## config.mk

```make
export PLATFORM = sky130hd
export DESIGN_NAME = dmem_port_arbiter
export DESIGN_NICKNAME = d
export VERILOG_FILES = /design/src/rtl/risc_pkg.sv /design/src/rtl/arb_wait_timer.sv /design/src/rtl/dmem_port_arbiter.sv
export SDC_FILE = /design/constraint.sdc
export NUM_CORES = 1
export LEC_CHECK = 0
export CAP_MARGIN = 20
export CORE_MARGIN = 2
export CORE_UTILIZATION = 30
export DETAILED_ROUTE_END_ITERATION = 7
export GPL_ROUTABILITY_DRIVEN = 0
export GPL_TIMING_DRIVEN = 0
export PLACE_DENSITY = 0.72
export SYNTH_ARGS = -nofsm -noshare
export SYNTH_HDL_FRONTEND = slang
export SYNTH_SLANG_ARGS = --single-unit
```

## constraint.sdc

```tcl
create_clock -name clk -period 5 [get_ports clk]
set_clock_uncertainty 0.05 [all_clocks]
set_input_delay 1 -clock clk [delete_from_list [all_inputs] [get_ports clk]]
set_output_delay 1 -clock clk [all_outputs]
set_load 0.02 [all_outputs]
```

## src/rtl/risc_pkg.sv

```systemverilog
// Shared types for the data-memory port arbiter of the pipelined RISC.
package risc_pkg;

    typedef enum logic [1:0] {
        IDLE,
        CPU_ACC,
        EXT_ACC
    } arb_state_t;

    typedef enum logic {
        REQ_CPU,
        REQ_EXT
    } requester_t;

    // Only word accesses exist, so anything off a 4-byte boundary is illegal.
    function automatic logic word_aligned(input logic [1:0] addr_lsb);
        return addr_lsb == 2'b00;
    endfunction

endpackage

```

## src/rtl/arb_wait_timer.sv

```systemverilog
// Loadable down-counter that paces each memory access through its wait states.
module arb_wait_timer #(
    parameter int WAIT_CYCLES = 2
) (
    input  logic clk,
    input  logic rst,
    input  logic load,
    input  logic dec,
    output logic zero
);

    localparam int CNT_W = $clog2(WAIT_CYCLES + 1);

    logic [CNT_W-1:0] cnt;

    // NOTE: sequential state uses non-blocking assignments so every flop samples pre-edge values.
    always_ff @(posedge clk or posedge rst) begin
        if (rst) begin
            cnt <= '0;
        end else if (load) begin
            cnt <= CNT_W'(WAIT_CYCLES);
        end else if (dec && cnt != '0) begin
            cnt <= cnt - 1'b1;
        end
    end

    assign zero = (cnt == '0);

endmodule

```

## src/rtl/dmem_port_arbiter.sv

```systemverilog
// Shares the single-port data memory between the MEM stage and an external requester,
// sequencing every access through a fixed wait-state window.
module dmem_port_arbiter
    import risc_pkg::*;
#(
    parameter int ADDR_W      = 32,
    parameter int DATA_W      = 32,
    parameter int WAIT_CYCLES = 2,
    parameter int STARVE_MAX  = 4
) (
    input  logic              clk,
    input  logic              rst,
    input  logic              halt_i,
    input  logic              cpu_req_i,
    input  logic              cpu_we_i,
    input  logic [ADDR_W-1:0] cpu_addr_i,
    input  logic [DATA_W-1:0] cpu_wdata_i,
    output logic [DATA_W-1:0] cpu_rdata_o,
    output logic              cpu_stall_o,
    output logic              cpu_misalign_o,
    input  logic              ext_req_i,
    input  logic              ext_we_i,
    input  logic [ADDR_W-1:0] ext_addr_i,
    input  logic [DATA_W-1:0] ext_wdata_i,
    output logic              ext_gnt_o,
    output logic [DATA_W-1:0] ext_rdata_o,
    output logic              ext_valid_o,
    output logic              mem_en_o,
    output logic              mem_we_o,
    output logic [ADDR_W-1:0] mem_addr_o,
    output logic [DATA_W-1:0] mem_wdata_o,
    input  logic [DATA_W-1:0] mem_rdata_i
);

    localparam int STARVE_W = $clog2(STARVE_MAX + 1);

    arb_state_t          state, state_nxt;
    requester_t          winner;
    logic [STARVE_W-1:0] starve_cnt;
    logic                cpu_aligned, cpu_valid, ext_aligned;
    logic                grant_cpu, grant_ext, grant_mem;
    logic                wait_zero, acc_done, cpu_done;

    assign cpu_aligned    = word_aligned(cpu_addr_i[1:0]);
    assign ext_aligned    = word_aligned(ext_addr_i[1:0]);
    assign cpu_valid      = cpu_req_i & ~halt_i & cpu_aligned;
    assign acc_done       = (state != IDLE) && wait_zero;
    assign cpu_done       = (state == CPU_ACC) && wait_zero;
    assign grant_mem      = grant_cpu | (grant_ext & ext_aligned);

    assign cpu_stall_o    = ~rst & cpu_valid & ~cpu_done;
    assign cpu_misalign_o = cpu_req_i & ~cpu_aligned;
    assign ext_gnt_o      = grant_ext;

    arb_wait_timer #(
        .WAIT_CYCLES(WAIT_CYCLES)
    ) u_wait_timer (
        .clk  (clk),
        .rst  (rst),
        .load (grant_mem),
        .dec  (state != IDLE),
        .zero (wait_zero)
    );

    // NOTE: every output of this block is assigned a default first, so no latch can be inferred.
    always_comb begin
        state_nxt = state;
        winner    = REQ_CPU;
        grant_cpu = 1'b0;
        grant_ext = 1'b0;
        case (state)
            IDLE: begin
                if (ext_req_i && (!cpu_valid || starve_cnt == STARVE_W'(STARVE_MAX))) begin
                    winner = REQ_EXT;
                end
                // Grants are suppressed during reset so no pulse escapes that the flops never saw.
                grant_cpu = ~rst & cpu_valid & (winner == REQ_CPU);
                grant_ext = ~rst & ext_req_i & (winner == REQ_EXT);
                if (grant_cpu) begin
                    state_nxt = CPU_ACC;
                end else if (grant_ext && ext_aligned) begin
                    state_nxt = EXT_ACC;
                end
            end
            CPU_ACC, EXT_ACC: begin
                if (wait_zero) begin
                    state_nxt = IDLE;
                end
            end
            default: state_nxt = IDLE;
        endcase
    end

    always_ff @(posedge clk or posedge rst) begin
        if (rst) begin
            state       <= IDLE;
            starve_cnt  <= '0;
            mem_en_o    <= 1'b0;
            mem_we_o    <= 1'b0;
            mem_addr_o  <= '0;
            mem_wdata_o <= '0;
            cpu_rdata_o <= '0;
            ext_rdata_o <= '0;
            ext_valid_o <= 1'b0;
        end else begin
            state       <= state_nxt;
            mem_en_o    <= 1'b0;
            ext_valid_o <= 1'b0;

            if (grant_cpu) begin
                mem_en_o    <= 1'b1;
                mem_we_o    <= cpu_we_i;
                mem_addr_o  <= cpu_addr_i;
                mem_wdata_o <= cpu_wdata_i;
                starve_cnt  <= ext_req_i ? starve_cnt + 1'b1 : '0;
            end else if (grant_ext) begin
                starve_cnt <= '0;
                if (ext_aligned) begin
                    mem_en_o    <= 1'b1;
                    mem_we_o    <= ext_we_i;
                    mem_addr_o  <= ext_addr_i;
                    mem_wdata_o <= ext_wdata_i;
                end else begin
                    // Misaligned external access is acknowledged without touching memory.
                    ext_valid_o <= 1'b1;
                end
            end

            // mem_we_o still holds the direction of the access that is completing.
            if (acc_done && !mem_we_o) begin
                if (state == CPU_ACC) begin
                    cpu_rdata_o <= mem_rdata_i;
                end else begin
                    ext_rdata_o <= mem_rdata_i;
                end
            end
            if (acc_done && state == EXT_ACC) begin
                ext_valid_o <= 1'b1;
            end
        end
    end

endmodule

```

# Yosys cells after proc, flatten, opt, wreduce, memory -nomap -nowiden
# Cells that the tools add are included.
# W data, S select, Z words.
[totals]
reg_bits = 138
inputBits = 167
output_inout_bits = 134
elab_cells = 86
[op_classes]
addsub = 2
eq_ne = 5
mux = 29
bitwise_logic = 16
reduce_logical = 24
[ops]
columns = ["operator", "count"]
rows = [
  ["$mux W32", 6],
  ["$mux W1", 14],
  ["$mux W2", 5],
  ["$reduce_bool A2 Y1", 5],
  ["$and A1 B1 Y1", 9],
  ["$mux W3", 3],
  ["$logic_not A2 Y1", 4],
  ["$reduce_and A2 Y1", 4],
  ["$logic_and A1 B1 Y1", 7],
  ["$not A1 Y1", 6],
  ["$pmux W2 S2", 1],
  ["$add A3 B1 Y3 const B", 1],
  ["$eq A3 B3 Y1 const B", 1],
  ["$ne A3 B3 Y1 const B", 1],
  ["$eq A2 B1 Y1 const B", 1],
  ["$eq A2 B2 Y1 const B", 1],
  ["$logic_not A1 Y1", 2],
  ["$ne A2 B2 Y1 const B", 1],
  ["$reduce_or A2 Y1", 1],
  ["$sub A2 B1 Y2 const B", 1],
  ["$logic_or A1 B1 Y1", 1],
  ["$or A1 B1 Y1", 1],
]

# Depth between registers and ports, before layout
# Gate-level depths: netlist of run 1.
[logic_depth]
ltp_word = 13
ltp_mapped = 9
ltp_nobuf = 5

# Cells and area by module
# A second synthesis of run 1 with hierarchy kept.
[unflattened]
hier_cells = 662
area_unflattened_um2 = 7006.7
[by_module_without_submodules]
columns = ["module", "instances", "cells_per_inst", "area_each_um2", "seq_area_each_um2"]
rows = [
  ["dmem_port_arbiter", 1, 649, 6879.1, 3403.3],
  ["arb_wait_timer", 1, 13, 127.6, 50.0],
]

# Worst setup path before layout of run 1
# OpenSTA, ideal clock, no wires.
[synth_path]
path_kind = "input to output"
from = "in cpu_addr_i[0]"
to = "out cpu_stall_o"
arrival_ns = 2.538
required_time_ns = 3.950
path_slack_ns = 1.412
stages = 5
path_buffers = 3
cell_sequence = "or4b_1 > clkbuf_1 > clkbuf_1 > buf_2 > a211oi_1"
[synth_between]
elab_chain_cells = 4
[synth_lines]
columns = ["element", "line_no", "text"]
rows = [
  ["start, declared", "dmem_port_arbiter.sv:16", "input logic [ADDR_W-1:0] cpu_addr_i,"],
  ["$logic_not A2 Y1", "risc_pkg.sv:17", "return addr_lsb == 2'b00;"],
  ["$and A1 B1 Y1", "dmem_port_arbiter.sv:46", "assign cpu_valid = cpu_req_i & ~halt_i & cpu_aligned;"],
  ["$and A1 B1 Y1 (2 in a row)", "dmem_port_arbiter.sv:51", "assign cpu_stall_o = ~rst & cpu_valid & ~cpu_done;"],
  ["end, declared", "dmem_port_arbiter.sv:19", "output logic cpu_stall_o,"],
]
# Every way passes these cells.

# Final worst setup path of run 1
# Same ends and word-level chain as after synthesis.

==> results of run 1 <==
[worst min-delay path by stage]
stage,endpoint,depth (start not counted),from
after floorplan,starve_cnt[1],1,starve_cnt[1]
after global placement,cpu_rdata_o[3],1,cpu_rdata_o[3]
after detailed placement,cpu_rdata_o[3],1,cpu_rdata_o[3]
after CTS,cpu_rdata_o[3],1,cpu_rdata_o[3]
after global routing,cpu_rdata_o[3],1,cpu_rdata_o[3]
final,cpu_rdata_o[3],1,cpu_rdata_o[3]
[power breakdown]
part	internal (W)	leakage (nW)	total (W)	switching [W]
Sequential	0.00141	1.62	0.00161	0.000198
Combinational	0.000948	2.34	0.00204	0.00109
Clock	0.000654	0.263	0.00121	0.000556
[synth_stat cells (3+ instances only)]
cell type,number
sky130_fd_sc_hd__a21oi_1,4
sky130_fd_sc_hd__buf_1,11
sky130_fd_sc_hd__buf_2,19
sky130_fd_sc_hd__clkbuf_1,57
sky130_fd_sc_hd__dfrtp_1,138
sky130_fd_sc_hd__ha_1,6
sky130_fd_sc_hd__inv_1,7
sky130_fd_sc_hd__mux2_2,63
sky130_fd_sc_hd__nand2_1,64
sky130_fd_sc_hd__nand4_1,126
sky130_fd_sc_hd__nor2_1,7
sky130_fd_sc_hd__nor2b_1,3
sky130_fd_sc_hd__o2111ai_1,63
sky130_fd_sc_hd__o211ai_1,63
[per-stage QoR]
step / hold WS, ns / instances / total power, W / setup TNS (ns) / utilization
detailed placement: 0.425 / 1276 / 0.00367 / 0 / 0.457
global placement: 0.420 / 1275 / 0.00363 / -299.81 / 0.456
floorplan: 0.441 / 662 / 0.00267 / 0 / -
finish: 0.437 / 1310 / 0.00486 / 0 / 0.482
CTS: 0.440 / 1308 / 0.00490 / 0 / 0.482
global route: 0.458 / 1309 / 0.00513 / 0 / 0.482
[logic make-up (layout without fill, tap and decap cells)]
kind of cell	after synthesis	after routing	synth area share
AND/OR/NAND/NOR	214	214	0.171
AO/OA/AOI/OAI	145	145	0.167
flip-flops	138	138	0.494
buffers and inverters	94	427	0.0539
multiplexers	64	64	0.103
adder cells (fa/ha/maj)	6	6	0.0107
XOR/XNOR	1	1	0.00125
other	0	2	0
[repair_timing]
item	4_1_cts	5_1_grt
resized for setup	0	2
setup endpoints to repair	0	1
hold endpoints to repair	0	0
[final cells by class]
type,instances,area share
antenna,2,0.000456
buffer,87,0.0320
clock buffer,18,0.0391
clock inverter,14,0.0113
inverter,7,0.00285
multi-input combinational,430,0.288
sequential,138,0.315
tap,313,0.0357
timing repair buffer,301,0.276
[registers in the layout, indices dropped and copies added (netlist names), 2 cells and up]
register / flops
mem_wdata_o: 32
cpu_rdata_o: 32
state: 2
u_wait_timer.cnt: 2
starve_cnt: 3
ext_rdata_o: 32
mem_addr_o: 32
[worst max-delay path, stage by stage]
cell and delay [ns]:
sky130_fd_sc_hd__clkdlybuf4s50_1 0.45, sky130_fd_sc_hd__or4b_1 0.54, sky130_fd_sc_hd__clkbuf_1 0.15, sky130_fd_sc_hd__clkbuf_2 0.28
sky130_fd_sc_hd__buf_2 0.28, sky130_fd_sc_hd__a211oi_1 0.26, sky130_fd_sc_hd__clkdlybuf4s50_1 0.68
[routing by layer]
| metal | share of wire | track usage |
|---|---|---|
| met1 | 0.42 | 0.266 |
| met2 | 0.47 | 0.343 |
| met3 | 0.085 | 0.0576 |
| met4 | 0.026 | 0.0765 |
| met5 | 0.00046 | 0 |
==> metrics, run 1 <==
first-pass GRT wire length=40100 um; total leakage power=4.22 nW; Seq/Total Area, Yosys=0.494; top cells by area in the synthesized netlist=sky130_fd_sc_hd__dfrtp_1 49%, sky130_fd_sc_hd__nand4_1 11%, sky130_fd_sc_hd__mux2_2 10%, sky130_fd_sc_hd__o2111ai_1 7.9%, sky130_fd_sc_hd__o211ai_1 6.8%; Clock Pin Slew Worst Setup and Hold Paths=0.06 ns; number of antenna violations at the first check in global routing=3; Filler cells=2112; post-detailed-route DRC marker count=0; transition time of the tightest slew-check pin=0.997 ns; die extent in y=157 um; Via Count=7213; summed instance area of the synthesized netlist=6990 um^2; total number of H-tree levels=4; Cell Pwr Density=443 nW/um^2; clk root buf=sky130_fd_sc_hd__clkbuf_16; post-detail-place hpwl=19100 um; worst-case headroom to the max-slew limit=0.335; Critical Path AT=3.66 ns; grt total ovfl=0; RSZ-0062 raised after global routing=false; # rows=55; Final Routed Wirelength=26200 um; all-layer global routing usage=0.210; clock period minus final worst setup slack=4.71 ns; gate count after technology mapping=662; Crit Path Class=in2out; Die Outline Area=24500 um^2; final setup violating endpoints=0; Placement Setup Slack=0.132 ns; internal reg-to-reg setup slack=2.41 ns; origin of the worst setup path=cpu_addr_i[0]; buffer depth of the longest clock path=2; setup repair bufs after CTS=0; post-route cell area=11000 um^2; number of flops mapped to enable cells by yosys=0; number of detailed-routing iterations run before antenna repair=5; syn_area_per_cell=10.6 um^2; most common cell after layout, fill and taps aside=sky130_fd_sc_hd__clkdlybuf4s50_1; Max Cap Violations=0; cell type with the highest aggregate area in the netlist=sky130_fd_sc_hd__dfrtp_1; area occupied by multi-input gates=3160 um^2; CP endpoint=cpu_stall_o; share of cells above drive strength 1=0.121; worst r2r path cells=9; number of max-slew violations in the final report=0; area share of the largest cell type after synthesis=0.494; share of async-settable or async-resettable flops after synthesis=1.00; number of vias per cell after detailed routing=5.51; Synth warnings=0; cell area after placement=10400 um^2; Worst Setup End Kind=primary output; Reg2Reg Launch Point=state[1]; starting density of the core=0.307; nets in the synthesized netlist=835; I/O pin count=301; most frequent cells in the layout=300 x sky130_fd_sc_hd__clkdlybuf4s50_1, 138 x sky130_fd_sc_hd__dfrtp_1, 126 x sky130_fd_sc_hd__nand4_1; final critical-path share of the clock period=0.941; r2r endpoint=mem_wdata_o[1]; number of nets in the layout=1155; Final Hold Violating Endpoints=0; average detailed-routed wire length per instance=20.0 um; fmax=0.213 GHz; post-synthesis cell type count=37; path class of the lowest-slack min-delay path=reg2reg; number of flip-flops and latches in the synthesized netlist=138; clock latency at the later pin of the worst-skew pair=0.42 ns; total core area=22800 um^2; maximum fanout count along the critical path=10; status=finished, final reports clean; most frequently used flop master after synthesis=sky130_fd_sc_hd__dfrtp_1; final critical-path setup slack=0.295 ns; Clock Sinks=138; TritonCTS buffer count=17; relative area change from synthesis to final layout=57.0%; WP data required=3.95 ns; violation count after the first detailed-route iteration=583; maximum number of pins on one net before global-route repair=74; # port buffers=300; Hold-fix buffers, CTS=0; combined flip-flop and latch cell area=3450 um^2; Chip Width=157 um; maximum ir drop on the vdd rail=0.224 mV; vias in the first global route=7103; Startpoint Class=primary input; post-detailed-route count of antenna-violating nets=0; CTS tree=done
Note: power is estimated with default switching activity, not from simulation.
==> inputs of run 2 (changes only) <==
Settings changed: ABC_AREA from default to 1, CTS_CLUSTER_DIAMETER from default to 150, PLACE_DENSITY 0.72 to 0.74.
==> metrics, run 2 <==
internal reg-to-reg setup slack=2.78 ns; transition time of the tightest slew-check pin=0.796 ns; clk root buf=sky130_fd_sc_hd__clkbuf_16; Clock Pin Slew Worst Setup and Hold Paths=0.06 ns; die extent in y=151 um; Max stage delay on crit path=0.66 ns; syn_area_per_cell=8.02 um^2; most frequently used flop master after synthesis=sky130_fd_sc_hd__dfrtp_1; clock latency at the later pin of the worst-skew pair=0.42 ns; Filler cells=2036; Cell Pwr Density=539 nW/um^2; number of nets in the layout=1307; Worst Setup End Kind=primary output; Clock Sinks=138; Final Routed Wirelength=23200 um; combined flip-flop and latch cell area=3450 um^2; Max Cap Violations=0; Die Outline Area=22900 um^2; kind of cell adding the most delay to the critical path=buffers and inverters; Synth warnings=0; number of flops mapped to enable cells by yosys=0; Hold-fix buffers, CTS=0; summed instance area of the synthesized netlist=6520 um^2; share of cells above drive strength 1=0.0706; final critical-path share of the clock period=0.868; post-detailed-route DRC marker count=0; most instantiated library cell after synthesis=sky130_fd_sc_hd__nand2_1; maximum number of pins on one net before global-route repair=42; grt total ovfl=0; first-pass GRT wire length=35600 um; area share of the largest cell type after synthesis=0.530; post-synthesis cell type count=22; WP data required=3.95 ns; relative area change from synthesis to final layout=61.0%; total leakage power=5.11 nW; Via Count=6754; cell type with the highest aggregate area in the netlist=sky130_fd_sc_hd__dfrtp_1; slowest stage cell, crit path=sky130_fd_sc_hd__clkdlybuf4s50_1; average detailed-routed wire length per instance=16.3 um; Final Hold Violating Endpoints=0; Sum Neg Setup Slack=0 ns; buffer depth of the longest clock path=2; number of antenna violations at the first check in global routing=0; Startpoint Class=primary input; share of async-settable or async-resettable flops after synthesis=1.00; number of max-slew violations in the final report=0; Post-CTS Resized=0; final setup violating endpoints=0; gate count after technology mapping=812; Critical Path AT=3.29 ns; post-detail-place hpwl=17900 um; I/O pin count=301; status=finished, final reports clean; most common cell after layout, fill and taps aside=sky130_fd_sc_hd__nand2_1; number of flip-flops and latches in the synthesized netlist=138; Crit Path Class=in2out; CTS tree=done; final antenna diode count=0; Chip Width=151 um; maximum ir drop on the vdd rail=0.210 mV; total core area=21200 um^2; starting density of the core=0.308; number of detailed-routing iterations run before antenna repair=5; worst-case headroom to the max-slew limit=0.468; top cells by area in the synthesized netlist=sky130_fd_sc_hd__dfrtp_1 53%, sky130_fd_sc_hd__nand2_1 19%, sky130_fd_sc_hd__nand4_1 6.3%, sky130_fd_sc_hd__nand3_1 5.3%, sky130_fd_sc_hd__o21ai_0 4.8%; list of cells traversed by the critical path=clkdlybuf4s50_1, inv_2, nor2_2, nand2_1, nor2_2, buf_4, buf_2, o21a_1, clkdlybuf4s50_1; setup repair bufs after CTS=0; maximum fanout count along the critical path=10; number of vias per cell after detailed routing=4.75; Hold Worst Slack=0.431 ns; buffering stage count on the worst path with inverters included=5; # port buffers=300; all-layer global routing usage=0.204; total number of H-tree levels=4; TritonCTS buffer count=17; # rows=53; post-detailed-route count of antenna-violating nets=0; fmax=0.230 GHz; most frequent cells in the layout=332 x sky130_fd_sc_hd__nand2_1, 300 x sky130_fd_sc_hd__clkdlybuf4s50_1, 138 x sky130_fd_sc_hd__dfrtp_1; clock period minus final worst setup slack=4.34 ns; path class of the lowest-slack min-delay path=reg2reg; nets in the synthesized netlist=985; area occupied by multi-input gates=2540 um^2; list of most frequent post-synthesis cells=332 x sky130_fd_sc_hd__nand2_1, 138 x sky130_fd_sc_hd__dfrtp_1, 69 x sky130_fd_sc_hd__nand3_1, 66 x sky130_fd_sc_hd__nand4_1, 62 x sky130_fd_sc_hd__o21ai_0; RSZ-0062 raised after global routing=false; vias in the first global route=6778; Seq/Total Area, Yosys=0.530; violation count after the first detailed-route iteration=259
-- run 2: cell count changes after synthesis, sizes merged, moves of 10 or more --
cell	change
nand2	+269
nand3	+70
o21ai	+67
mux2	-64
o2111ai	-63
o211ai	-63
nand4	-60
inv	+44
clkbuf	-36
buf	+10
-- run 2: logic make-up after synthesis --
group,Yosys count,synth area share
compound gates,70,0.0547
fa+ha+maj,6,0.0115
xor+xnor,2,0.00269
buf+inv,112,0.0799
flops,138,0.530
simple gates,484,0.321
-- run 2: final cells by class --
| type | instances | area share |
|---|---|---|
| clock inverter | 13 | 0.0113 |
| tap | 275 | 0.0328 |
| inverter | 51 | 0.0186 |
| buffer | 61 | 0.0314 |
| timing repair buffer | 303 | 0.292 |
| clock buffer | 19 | 0.0422 |
| multi-input combinational | 562 | 0.242 |
| sequential | 138 | 0.329 |
-- run 2: routing by layer --
layer | up-vias | GRT usage | wire length (um)
met5 | - | 0 | 0
met4 | 0 | 0.0715 | 422
met3 | 31 | 0.0741 | 2330
met2 | 273 | 0.360 | 11500
met1 | 3176 | 0.227 | 8980
li1 | 3274 | - | -
-- run 2: worst min-delay path, delay by kind of cell, from the launching register on --
family,cells,cell delay [ns]
simple gates,1,0.05
compound gates,1,0.06
flops,1,0.34
-- run 2: metrics by stage --
step           worst slack [ns]  total power [W]   util  cell area, um^2  std cells
2_1_floorplan             0.469          0.00307      -             6520        812
3_3_place_gp              -1.56          0.00441  0.466             9870       1387
3_5_place_dp              0.659          0.00447  0.469             9930       1390
4_1_cts                   0.649          0.00570  0.496            10500       1422
5_1_grt                   0.515          0.00601  0.496            10500       1422
6_report                  0.659          0.00565  0.496            10500       1422
-- run 2: path summary, 6_finish.rpt --
| check | start | to | cells past startpoint |
|---|---|---|---|
| min reg2reg | cpu_rdata_o[20] | cpu_rdata_o[20] | 2 |
| max reg2reg | state[0] | cpu_rdata_o[23] | 8 |
| max | cpu_req_i | cpu_stall_o | 9 |
| max in group asynchronous | rst | mem_wdata_o[8] | 4 |
| min | cpu_rdata_o[20] | cpu_rdata_o[20] | 2 |
| min in group asynchronous | rst | starve_cnt[0] | 2 |
-- run 2: power breakdown --
group | leakage [nW] | switching (W) | internal (W)
Clock | 0.266 | 0.000515 | 0.000700
Sequential | 1.62 | 0.000285 | 0.00161
Combinational | 3.22 | 0.00136 | 0.00119
==> inputs of run 3 (changes only) <==
Settings changed: CORE_ASPECT_RATIO from default to 0.6.
==> metrics, run 3 (same netlist as run 2, synthesis figures left out) <==
final antenna diode count=0; violation count after the first detailed-route iteration=404; Final Hold Violating Endpoints=0; number of nets in the layout=1307; area occupied by multi-input gates=2540 um^2; Worst Setup End Kind=primary output; number of vias per cell after detailed routing=4.79; CTS tree=done; RSZ-0062 raised after global routing=false; vias in the first global route=6795; average detailed-routed wire length per instance=17.0 um; most frequent cells in the layout=332 x sky130_fd_sc_hd__nand2_1, 300 x sky130_fd_sc_hd__clkdlybuf4s50_1, 138 x sky130_fd_sc_hd__dfrtp_1; transition time of the tightest slew-check pin=0.707 ns; WP data required=3.95 ns; combined flip-flop and latch cell area=3450 um^2; Startpoint Class=primary input; cell area after placement=9930 um^2; WHS Path Cells=2; TritonCTS buffer count=17; starting density of the core=0.308; final setup violating endpoints=0; worst r2r path cells=8; all-layer global routing usage=0.210; Via Count=6809; worst-case headroom to the max-slew limit=0.527; setup repair bufs after CTS=0; portion of total power attributed to the clock network=0.204; internal power contribution=0.00350 W; Die Outline Area=23000 um^2; Critical Path AT=3.27 ns; Cell Pwr Density=535 nW/um^2; # port buffers=300; maximum fanout count along the critical path=10; buffer depth of the longest clock path=2; Final Routed Wirelength=24100 um; total core area=21100 um^2; Core Util, Final=0.494; post-route cell area=10400 um^2; sw power=0.00210 W; maximum ir drop on the vdd rail=0.281 mV; post-detailed-route DRC marker count=0; Overall Power=0.00559 W; clock latency at the later pin of the worst-skew pair=0.42 ns; final critical-path share of the clock period=0.864; I/O pin count=301; clk root buf=sky130_fd_sc_hd__clkbuf_16; Crit Path Class=in2out; number of detailed-routing iterations run before antenna repair=4; post-detail-place hpwl=18600 um; clock period minus final worst setup slack=4.32 ns; Clock Sinks=138; # rows=41; part of the total power dissipated in combinational logic=0.460; fmax=0.231 GHz; Clock Pin Slew Worst Setup and Hold Paths=0.06 ns; Chip Width=194 um; post-detailed-route count of antenna-violating nets=0; number of antenna violations at the first check in global routing=0; most common cell after layout, fill and taps aside=sky130_fd_sc_hd__nand2_1; number of max-slew violations in the final report=0; path class of the lowest-slack min-delay path=reg2reg; status=finished, final reports clean; maximum number of pins on one net before global-route repair=42; Max Cap Violations=0; Post-CTS Resized=0; first-pass GRT wire length=37500 um; Placement Setup Slack=0.699 ns; total leakage power=5.10 nW; total number of H-tree levels=4; Filler cells=2029; switching part of the total power=0.375; share of cells above drive strength 1=0.0639; die extent in y=118 um; grt total ovfl=0; Sum Neg Setup Slack=0 ns; final critical-path setup slack=0.680 ns; Flop pwr share=0.336; Hold-fix buffers, CTS=0; relative area change from synthesis to final layout=60.3%
[run 3: changes by cell type in the layout (fill, tap and decap cells not counted)]
cell | before | now
sky130_fd_sc_hd__clkinv_4 | 2 | 0
sky130_fd_sc_hd__clkbuf_8 | 1 | 2
sky130_fd_sc_hd__inv_6 | 3 | 0
sky130_fd_sc_hd__clkinvlp_4 | 5 | 1
sky130_fd_sc_hd__clkbuf_1 | 22 | 26
[run 3: area by class of cell]
cell class,instances,share of cell area
multi-input cells,562,0.243
flip-flops and latches,138,0.330
clock buffers,24,0.0451
repair buffers,303,0.293
inverters,51,0.0187
well taps,279,0.0334
plain buffers,61,0.0315
clock inverters,4,0.00431
[run 3: layer usage]
layer / vias up / part of all wire / track usage
met5: - / 0 / 0
li1: 3277 / - / -
met4: 0 / 0.022 / 0.0696
met2: 260 / 0.43 / 0.313
met3: 32 / 0.072 / 0.0588
met1: 3240 / 0.48 / 0.294
[run 3: worst max-delay path, cell delays in order]
cell and delay [ns]:
sky130_fd_sc_hd__clkdlybuf4s50_1 0.48, sky130_fd_sc_hd__inv_2 0.04, sky130_fd_sc_hd__nor2_2 0.11, sky130_fd_sc_hd__nand2_1 0.09, sky130_fd_sc_hd__nor2_2 0.24, sky130_fd_sc_hd__buf_4 0.26, sky130_fd_sc_hd__buf_2 0.26, sky130_fd_sc_hd__o21a_1 0.16
sky130_fd_sc_hd__clkdlybuf4s50_1 0.62
[run 3: power by group through the flow]
stage	registers [W]	clock network, W	logic, W
floorplan	0.00246	0	0.000611
global placement	0.00187	0	0.00255
detailed placement	0.00189	0	0.00259
CTS	0.00188	0.00118	0.00259
global route	0.00194	0.00123	0.00275
finish	0.00188	0.00114	0.00257
[run 3: final timing paths]
kind,from,end,slack [ns]
setup / recovery,cpu_req_i,cpu_stall_o,0.68
hold reg to reg,cpu_rdata_o[30],cpu_rdata_o[30],0.43
hold / removal,cpu_rdata_o[30],cpu_rdata_o[30],0.43
min in group asynchronous,rst,mem_addr_o[24],1.05
max in group asynchronous,rst,ext_rdata_o[29],3.21
setup reg to reg,state[0],cpu_rdata_o[28],2.81
[run 3: metrics by stage]
step	hold WS, ns	instances
2_1_floorplan	0.446	812
3_3_place_gp	0.415	1391
5_1_grt	0.460	1422
6_report	0.433	1422
3_5_place_dp	0.423	1394
4_1_cts	0.438	1422
